### src/rtl/sdram_arb_pkg.sv
// rtl/sdram_arb_pkg.sv - shared types and default parameters for the SDRAM arbiter
package sdram_arb_pkg;

    typedef enum logic [1:0] {
        NONE = 2'd0,
        M0   = 2'd1,
        M1   = 2'd2
    } owner_t;

    localparam int DEF_ADDR_W   = 24;
    localparam int DEF_DATA_W   = 16;
    localparam int DEF_MAX_PEND = 4;

endpackage

### src/rtl/sdram_arb_tag_fifo.sv
// rtl/sdram_arb_tag_fifo.sv - 1-bit read-tag FIFO recording which master owns each outstanding read
module sdram_arb_tag_fifo #(
    parameter int DEPTH = 4
) (
    input  logic clk,
    input  logic reset_n,
    input  logic push,
    input  logic push_tag,
    input  logic pop,
    output logic head_tag,
    output logic full,
    output logic empty
);

    localparam int PTR_W = $clog2(DEPTH);
    localparam int CNT_W = PTR_W + 1;

    logic             mem [DEPTH];
    logic [PTR_W-1:0] wr_ptr;
    logic [PTR_W-1:0] rd_ptr;
    logic [CNT_W-1:0] count;
    logic             do_push;
    logic             do_pop;

    assign full     = (count == CNT_W'(DEPTH));
    assign empty    = (count == '0);
    assign do_push  = push & ~full;
    assign do_pop   = pop & ~empty;
    assign head_tag = mem[rd_ptr];

    // Tag storage needs no reset: empty gating keeps stale entries unobservable.
    always_ff @(posedge clk) begin
        if (do_push) begin
            mem[wr_ptr] <= push_tag;
        end
    end

    // Pointers wrap naturally because DEPTH is a power of two.
    always_ff @(posedge clk or negedge reset_n) begin
        if (!reset_n) begin
            wr_ptr <= '0;
            rd_ptr <= '0;
            count  <= '0;
        end else begin
            if (do_push) begin
                wr_ptr <= wr_ptr + PTR_W'(1);
            end
            if (do_pop) begin
                rd_ptr <= rd_ptr + PTR_W'(1);
            end
            case ({do_push, do_pop})
                2'b10:   count <= count + CNT_W'(1);
                2'b01:   count <= count - CNT_W'(1);
                default: count <= count;
            endcase
        end
    end

endmodule

### src/rtl/sdram_arbiter.sv
// rtl/sdram_arbiter.sv - two-master round-robin arbiter with command locking and read-tag routing
module sdram_arbiter
    import sdram_arb_pkg::*;
#(
    parameter int ADDR_W   = DEF_ADDR_W,
    parameter int DATA_W   = DEF_DATA_W,
    parameter int MAX_PEND = DEF_MAX_PEND
) (
    input  logic                clk,
    input  logic                reset_n,
    input  logic [ADDR_W-1:0]   m0_address,
    input  logic                m0_read,
    input  logic                m0_write,
    input  logic [DATA_W-1:0]   m0_writedata,
    input  logic [DATA_W/8-1:0] m0_byteenable,
    output logic                m0_waitrequest,
    output logic [DATA_W-1:0]   m0_readdata,
    output logic                m0_readdatavalid,
    input  logic [ADDR_W-1:0]   m1_address,
    input  logic                m1_read,
    input  logic                m1_write,
    input  logic [DATA_W-1:0]   m1_writedata,
    input  logic [DATA_W/8-1:0] m1_byteenable,
    output logic                m1_waitrequest,
    output logic [DATA_W-1:0]   m1_readdata,
    output logic                m1_readdatavalid,
    output logic [ADDR_W-1:0]   s_address,
    output logic [DATA_W-1:0]   s_writedata,
    output logic [DATA_W/8-1:0] s_byteenable,
    output logic                s_read,
    output logic                s_write,
    input  logic                s_waitrequest,
    input  logic [DATA_W-1:0]   s_readdata,
    input  logic                s_readdatavalid,
    output logic                err_rdv
);

    owner_t owner_q, owner_d;
    owner_t last_q, last_d;
    owner_t grant;
    logic   m0_req, m1_req;
    logic   fifo_push, fifo_head, fifo_full, fifo_empty;
    logic   rdv_hit;

    // Reads are gated on the registered fullness, so a same-cycle pop never frees a slot.
    assign m0_req = m0_write | (m0_read & ~fifo_full);
    assign m1_req = m1_write | (m1_read & ~fifo_full);

    always_comb begin
        grant = NONE;
        if (owner_q != NONE) begin
            grant = owner_q;
        end else if (m0_req && m1_req) begin
            grant = (last_q == M0) ? M1 : M0;
        end else if (m0_req) begin
            grant = M0;
        end else if (m1_req) begin
            grant = M1;
        end
    end

    always_comb begin
        s_address      = m0_address;
        s_writedata    = m0_writedata;
        s_byteenable   = m0_byteenable;
        s_read         = 1'b0;
        s_write        = 1'b0;
        m0_waitrequest = 1'b1;
        m1_waitrequest = 1'b1;
        case (grant)
            M0: begin
                s_read         = m0_read;
                s_write        = m0_write;
                m0_waitrequest = s_waitrequest;
            end
            M1: begin
                s_address      = m1_address;
                s_writedata    = m1_writedata;
                s_byteenable   = m1_byteenable;
                s_read         = m1_read;
                s_write        = m1_write;
                m1_waitrequest = s_waitrequest;
            end
            default: ;
        endcase
    end

    // A stalled command locks ownership; acceptance releases it and updates fairness.
    always_comb begin
        owner_d = owner_q;
        last_d  = last_q;
        if (grant != NONE) begin
            if (s_waitrequest) begin
                owner_d = grant;
            end else begin
                owner_d = NONE;
                last_d  = grant;
            end
        end
    end

    always_ff @(posedge clk or negedge reset_n) begin
        if (!reset_n) begin
            owner_q <= NONE;
            last_q  <= M1;
        end else begin
            owner_q <= owner_d;
            last_q  <= last_d;
        end
    end

    assign fifo_push = (grant != NONE) & ~s_waitrequest & s_read;

    sdram_arb_tag_fifo #(
        .DEPTH (MAX_PEND)
    ) u_tag_fifo (
        .clk      (clk),
        .reset_n  (reset_n),
        .push     (fifo_push),
        .push_tag (grant == M1),
        .pop      (s_readdatavalid),
        .head_tag (fifo_head),
        .full     (fifo_full),
        .empty    (fifo_empty)
    );

    assign rdv_hit          = s_readdatavalid & ~fifo_empty;
    assign m0_readdatavalid = rdv_hit & ~fifo_head;
    assign m1_readdatavalid = rdv_hit & fifo_head;
    assign m0_readdata      = s_readdata;
    assign m1_readdata      = s_readdata;

    always_ff @(posedge clk or negedge reset_n) begin
        if (!reset_n) begin
            err_rdv <= 1'b0;
        end else if (s_readdatavalid && fifo_empty) begin
            err_rdv <= 1'b1;
        end
    end

endmodule

### config.mk
export PLATFORM = sky130hd
export DESIGN_NAME = sdram_arbiter
export DESIGN_NICKNAME = d
export VERILOG_FILES = /design/src/rtl/sdram_arb_pkg.sv /design/src/rtl/sdram_arb_tag_fifo.sv /design/src/rtl/sdram_arbiter.sv
export SDC_FILE = /design/constraint.sdc
export NUM_CORES = 1
export LEC_CHECK = 0
export BUFFER_PORTS_ARGS = -buffer_cell sky130_fd_sc_hd__buf_2
export CAP_MARGIN = 20
export CORE_MARGIN = 3
export CORE_UTILIZATION = 39
export CTS_BUF_LIST = sky130_fd_sc_hd__clkbuf_8
export CTS_CLUSTER_SIZE = 20
export DETAILED_ROUTE_END_ITERATION = 8
export GPL_TIMING_DRIVEN = 1
export MAX_ROUTING_LAYER = met4
export PLACE_DENSITY_LB_ADDON = 0.3
export SLEW_MARGIN = 20
export SYNTH_ARGS = -nofsm -noshare
export SYNTH_HDL_FRONTEND = slang
export SYNTH_HIERARCHICAL = 1
export SYNTH_SLANG_ARGS = --single-unit
### constraint.sdc
create_clock -name clk -period 8.35 [get_ports clk]
set_input_delay 1.67 -clock clk [delete_from_list [all_inputs] [get_ports clk]]
set_output_delay 1.67 -clock clk [all_outputs]
set_load 0.1 [all_outputs]
* Word level (Yosys, flattened, before mapping)
Memories as Yosys holds them, arrays and structs flattened.
Cells that the tools add are included.
** Word-level totals
- Input port bits :: 108
- Output and inout bits :: 81
- Memories :: 1
- Register bits after elaboration :: 12
- Logic and storage cells :: 54
- Bits in writable memories :: 4
** Memory list
- u_tag_fifo.mem :: words 4, width 1, read ports 1, clocked after memory_dff 0, wr ports 1, line sdram_arb_tag_fifo.sv:18 : logic mem [DEPTH];
** Operators by class
- Reduce and logical (&&, ||, !) cells :: 7
- Mux-type cells :: 16
- $add $sub $neg :: 4
- Bitwise logic cells :: 14
- Equal/unequal tests :: 6
** Operators with widths (number)
- $mux W24 :: 1
- $mux W16 :: 1
- $mux W2 :: 7
- $and A1 B1 Y1 :: 8
- $eq A2 B1 Y1 const B :: 3
- $pmux W3 S2 :: 1
- $reduce_bool A2 Y1 :: 3
- $add A2 B1 Y2 const B :: 2
- $eq A2 B2 Y1 const B :: 2
- $mux W1 :: 4
- $not A1 Y1 :: 4
- $pmux W1 S2 :: 2
- $add A3 B1 Y3 const B :: 1
- $eq A3 B3 Y1 const B :: 1
- $logic_not A3 Y1 :: 1
- $sub A3 B1 Y3 const B :: 1
- $logic_and A1 B1 Y1 :: 2
- $or A1 B1 Y1 :: 2
- $reduce_and A2 Y1 :: 1

* Logic depth before layout (Yosys ltp)
- Depth after elaboration :: 14
- Gate-level depth with buffers :: 15
- Mapped depth without buffers :: 15

* By module
Netlist, hierarchy kept.
** By module, submodules not included
- sdram_arbiter :: times used 1, seq. area each 126.4 um^2, area each 1172.4 um^2, cells an instance 124
- sdram_arb_tag_fifo :: times used 1, seq. area each 295.3 um^2, area each 581.8 um^2, cells an instance 43

* Worst setup path after synthesis
No wires, ideal clock.
- Path type :: input to output
- From :: input port s_readdatavalid
- To :: output port m0_readdatavalid
- Slack :: 2.828 ns
- Stages on the path :: 1
- Path buffers :: 0
- Data required time :: 6.680 ns
- Arrival :: 3.852 ns
- Path through :: nor3b_1
** On the way
- Word-level cells in the longest chain between the ends :: 2
** Ends and longest elaborated chain
- start: declaration :: line sdram_arbiter.sv:34 : input logic s_readdatavalid,
- $and A1 B1 Y1 :: line sdram_arbiter.sv:127 : assign rdv_hit = s_readdatavalid & ~fifo_empty;
- $and A1 B1 Y1 :: line sdram_arbiter.sv:128 : assign m0_readdatavalid = rdv_hit & ~fifo_head;
- end: declaration :: line sdram_arbiter.sv:18 : output logic m0_readdatavalid,
Every way passes these cells.

* Worst setup path after layout
- From :: input port m0_write
- To :: output port s_writedata[6]
** On the way
- Word-level cells in the longest chain between the ends :: 6
- Elaborated cells between the ends (all ways) :: 7
- Those cells by class :: eq/ne (1); mux (4); bitwise (1); reduce/logical (1)
** Ends and longest elaborated chain
- start: declaration :: line sdram_arbiter.sv:13 : input logic m0_write,
- $or A1 B1 Y1 * :: line sdram_arbiter.sv:46 : assign m0_req = m0_write | (m0_read & ~fifo_full);
- $mux W2 or $logic_and A1 B1 Y1 (tied branches) :: line sdram_arbiter.sv:55, sdram_arbiter.sv:53
- $mux W2 * :: line sdram_arbiter.sv:53 : end else if (m0_req && m1_req) begin
- $mux W2 * :: line sdram_arbiter.sv:51 : if (owner_q != NONE) begin
- $eq A2 B2 Y1 * :: line sdram_arbiter.sv:70 : case (grant)
- $mux W16 * :: line sdram_arbiter.sv:70
- end: declaration :: line sdram_arbiter.sv:28 : output logic [DATA_W-1:0] s_writedata,
Every way passes the cells marked *; elsewhere a longest branch is shown, timed or not.

==> flow_summary.json <==
{
  "via_count": 1556,
  "synth_top_area_share_pct": 16.0,
  "busiest_layer": "met2",
  "endpoint_kind": "output port",
  "die_area_um2": 5340,
  "ys_seq_area_share_pct": 24.0,
  "max_cap_violations": 0,
  "arrival_ns": 4.04,
  "setup_tns_ns": 0,
  "fp.coreArea_um2": 4170,
  "clock_path_buffers": 2,
  "hold_path.startpoint": "err_rdv",
  "stdcell_count": 326,
  "routed_via_density": 4.77,
  "wirelength_um": 5420,
  "grt_overflow": 0,
  "rrSetupSlack_ns": 4.88,
  "power_switching_share_pct": 68.1,
  "grt_pass1_vias": 1582,
  "rsz0062_at_grt": "false",
  "final_common_cell": "buf_2",
  "synth_flop_cell": "dfrtp_1",
  "ant_nets": 0,
  "grt_use_met1_pct": 26.6,
  "synth-edff-count": 4,
  "wl_per_cell_um": 16.6,
  "vdd_ir_drop_max_mv": 0.381,
  "p_sw_w": 0.000783,
  "synth_cell_type_count": 40,
  "drive_above_1_share_pct": 67.2,
  "numCtsBuffers": 3,
  "boundaryPins": 189,
  "async_flop_share_pct": 75.0,
  "internal_power_w": 0.000366,
  "tightest_slew_ns": 1.02,
  "min_period_ns": 5.71,
  "p_seq_share_pct": 12.7,
  "grt_use_total_pct": 20.5,
  "fin_crit_sh_pct": 68.3,
  "drc": 0,
  "hold_viol_final": 0,
  "cts-root-buf": "clkbuf_8",
  "worstHoldPathType": "flip-flop to flip-flop",
  "synth-seq-cells": 16,
  "io_buffers": 140,
  "grt_pass1_wl_um": 8070,
  "startpoint_type": "input port",
  "critical_path_class": "input port to output port",
  "die_w_um": 73.1,
  "r2r_start": "u_tag_fifo/count[0]",
  "holdBufCountCts": 0,
  "setup_violations": 0,
  "finClkSkew_ns": 0.00210,
  "n_fill_cell": 377,
  "synth.net_count": 285,
  "dp.cells": 320,
  "leakage_nw": 1.17,
  "grt_start_max_net_pins": 47,
  "final-max-slew-violation-count": 0,
  "floorplan.initialDensity_pct": 42.0,
  "synthToLayoutAreaGrowth_pct": 31.4,
  "gp_congestion": 0.870,
  "startpoint": "m0_write",
  "antenna_found_initial": 2,
  "netlist_instances": 167,
  "drt-initial-drc-count": 67,
  "finalPower_w": 0.00115,
  "fmax_mhz": 175,
  "status": "completed",
  "crit_required_ns": 6.68,
  "synth.avg_cell_area_um2": 10.5,
  "pwr-share-comb_pct": 82.4,
  "ys_top_cells_by_area": "mux2_2 (16%), dfrtp_1 (16%), buf_4 (14%)",
  "post-cts-setup-buffers": 0,
  "syn_area_um2": 1750,
  "num-nets-final": 393,
  "yosys_warnings": 6,
  "ctsResizeCount": 0,
  "use_met2_pct": 30.1,
  "fp-row-count": 23,
  "firstDrtPassIters": 4,
  "cts_tree": "built",
  "yosysTopAreaCell": "mux2_2",
  "dpl.hpwl_um": 4710,
  "critPathMaxFanout": 46,
  "cts_htree_levels": 1,
  "clk_pin_slew_ns": 0.06,
  "clk_latency_ns": 0.24,
  "relSlewSlack_pct": 32.0,
  "power_frac_clock_pct": 4.9,
  "cts_num_sinks": 16,
  "layout_common_cells": "buf_2 (140), mux2_2 (25), mux2_1 (17), dfrtp_1 (11), inv_1 (9)",
  "globalRouteMet3Util_pct": 10.2,
  "powerDensity_nw_per_um2": 498,
  "dieHeight_um": 73.1
}
registers in the layout (all words and copies together) (netlist names):
name	count
u_tag_fifo/rd_ptr	2
u_tag_fifo/mem	4
u_tag_fifo/count	3
last_q	2
u_tag_fifo/wr_ptr	2
err_rdv	1
owner_q	2
worst max-delay path, stage by stage:
cell      delay (ns)
buf_2           0.12
a221oi_2        0.35
or2_1           0.21
ha_2            0.88
mux2_2          0.36
buf_2           0.43
cells in the mapped netlist (3+ instances only):
master	instances
buf_2	5
buf_4	32
dfrtp_1	11
edfxtp_1	4
ha_1	9
inv_1	9
mux2_1	17
mux2_2	25
nor2_1	8
o21ai_0	4
xnor2_1	3
xor2_1	3
worst paths after layout:
| path | endpoint | cells after the start |
|---|---|---|
| setup reg to reg | u_tag_fifo/count[2] | 15 |
| hold / removal | err_rdv | 1 |
| max in group asynchronous | last_q[1] | 1 |
| setup / recovery | s_writedata[6] | 6 |
| min in group asynchronous | u_tag_fifo/count[1] | 1 |
| hold reg to reg | err_rdv | 1 |
layer usage:
| layer | wire, um | up-vias |
|---|---|---|
| met1 | 2300 | 676 |
| li1 | - | 768 |
| met3 | 754 | 0 |
| met5 | 0 | - |
| met2 | 2370 | 112 |
| met4 | 0 | 0 |
per-stage QoR:
step	setup WS (ns)	cell area [um^2]	util [%]	hold WS, ns
6_report	2.64	2300	55.2	0.450
2_1_floorplan	2.83	1750	-	0.453
3_5_place_dp	2.63	2250	54.0	0.440
5_1_grt	2.50	2300	55.2	0.483
3_3_place_gp	2.67	2250	54.0	0.437
4_1_cts	2.63	2300	55.1	0.454
power by group through the flow:
stage	registers [W]	clock network [W]	logic, W
after floorplan	0.000146	0	0.000878
after global placement	0.000147	0	0.000941
after detailed placement	0.000147	0	0.000948
after CTS	0.000145	0.0000588	0.000951
after global routing	0.000150	0.0000636	0.000989
final	0.000146	0.0000566	0.000946
cell families (layout without fill, tap and decap cells):
logic type	after synthesis	count (layout)	synth area share, %
and+or+nand+nor	27	27	10.1
adders and majority gates	10	10	7.56
DFF	16	16	24.0
xor gates and xnor gates	6	6	3.00
AOI/OAI and AO/OA	17	17	8.92
muxes	44	44	29.1
buffers and inverters	47	154	17.3
other	0	2	0
area by class of cell:
| type | count | area, um^2 | share of cell area [%] |
|---|---|---|---|
| multi-input combinational | 104 | 1030 | 44.8 |
| clock buffer | 3 | 41.3 | 1.79 |
| tap | 50 | 62.6 | 2.71 |
| sequential | 16 | 422 | 18.3 |
| timing repair buffer | 140 | 701 | 30.4 |
| clock inverter | 1 | 3.75 | 0.163 |
| inverter | 10 | 37.5 | 1.63 |
| antenna | 2 | 5.00 | 0.217 |
(Power assumes the default switching activity.)
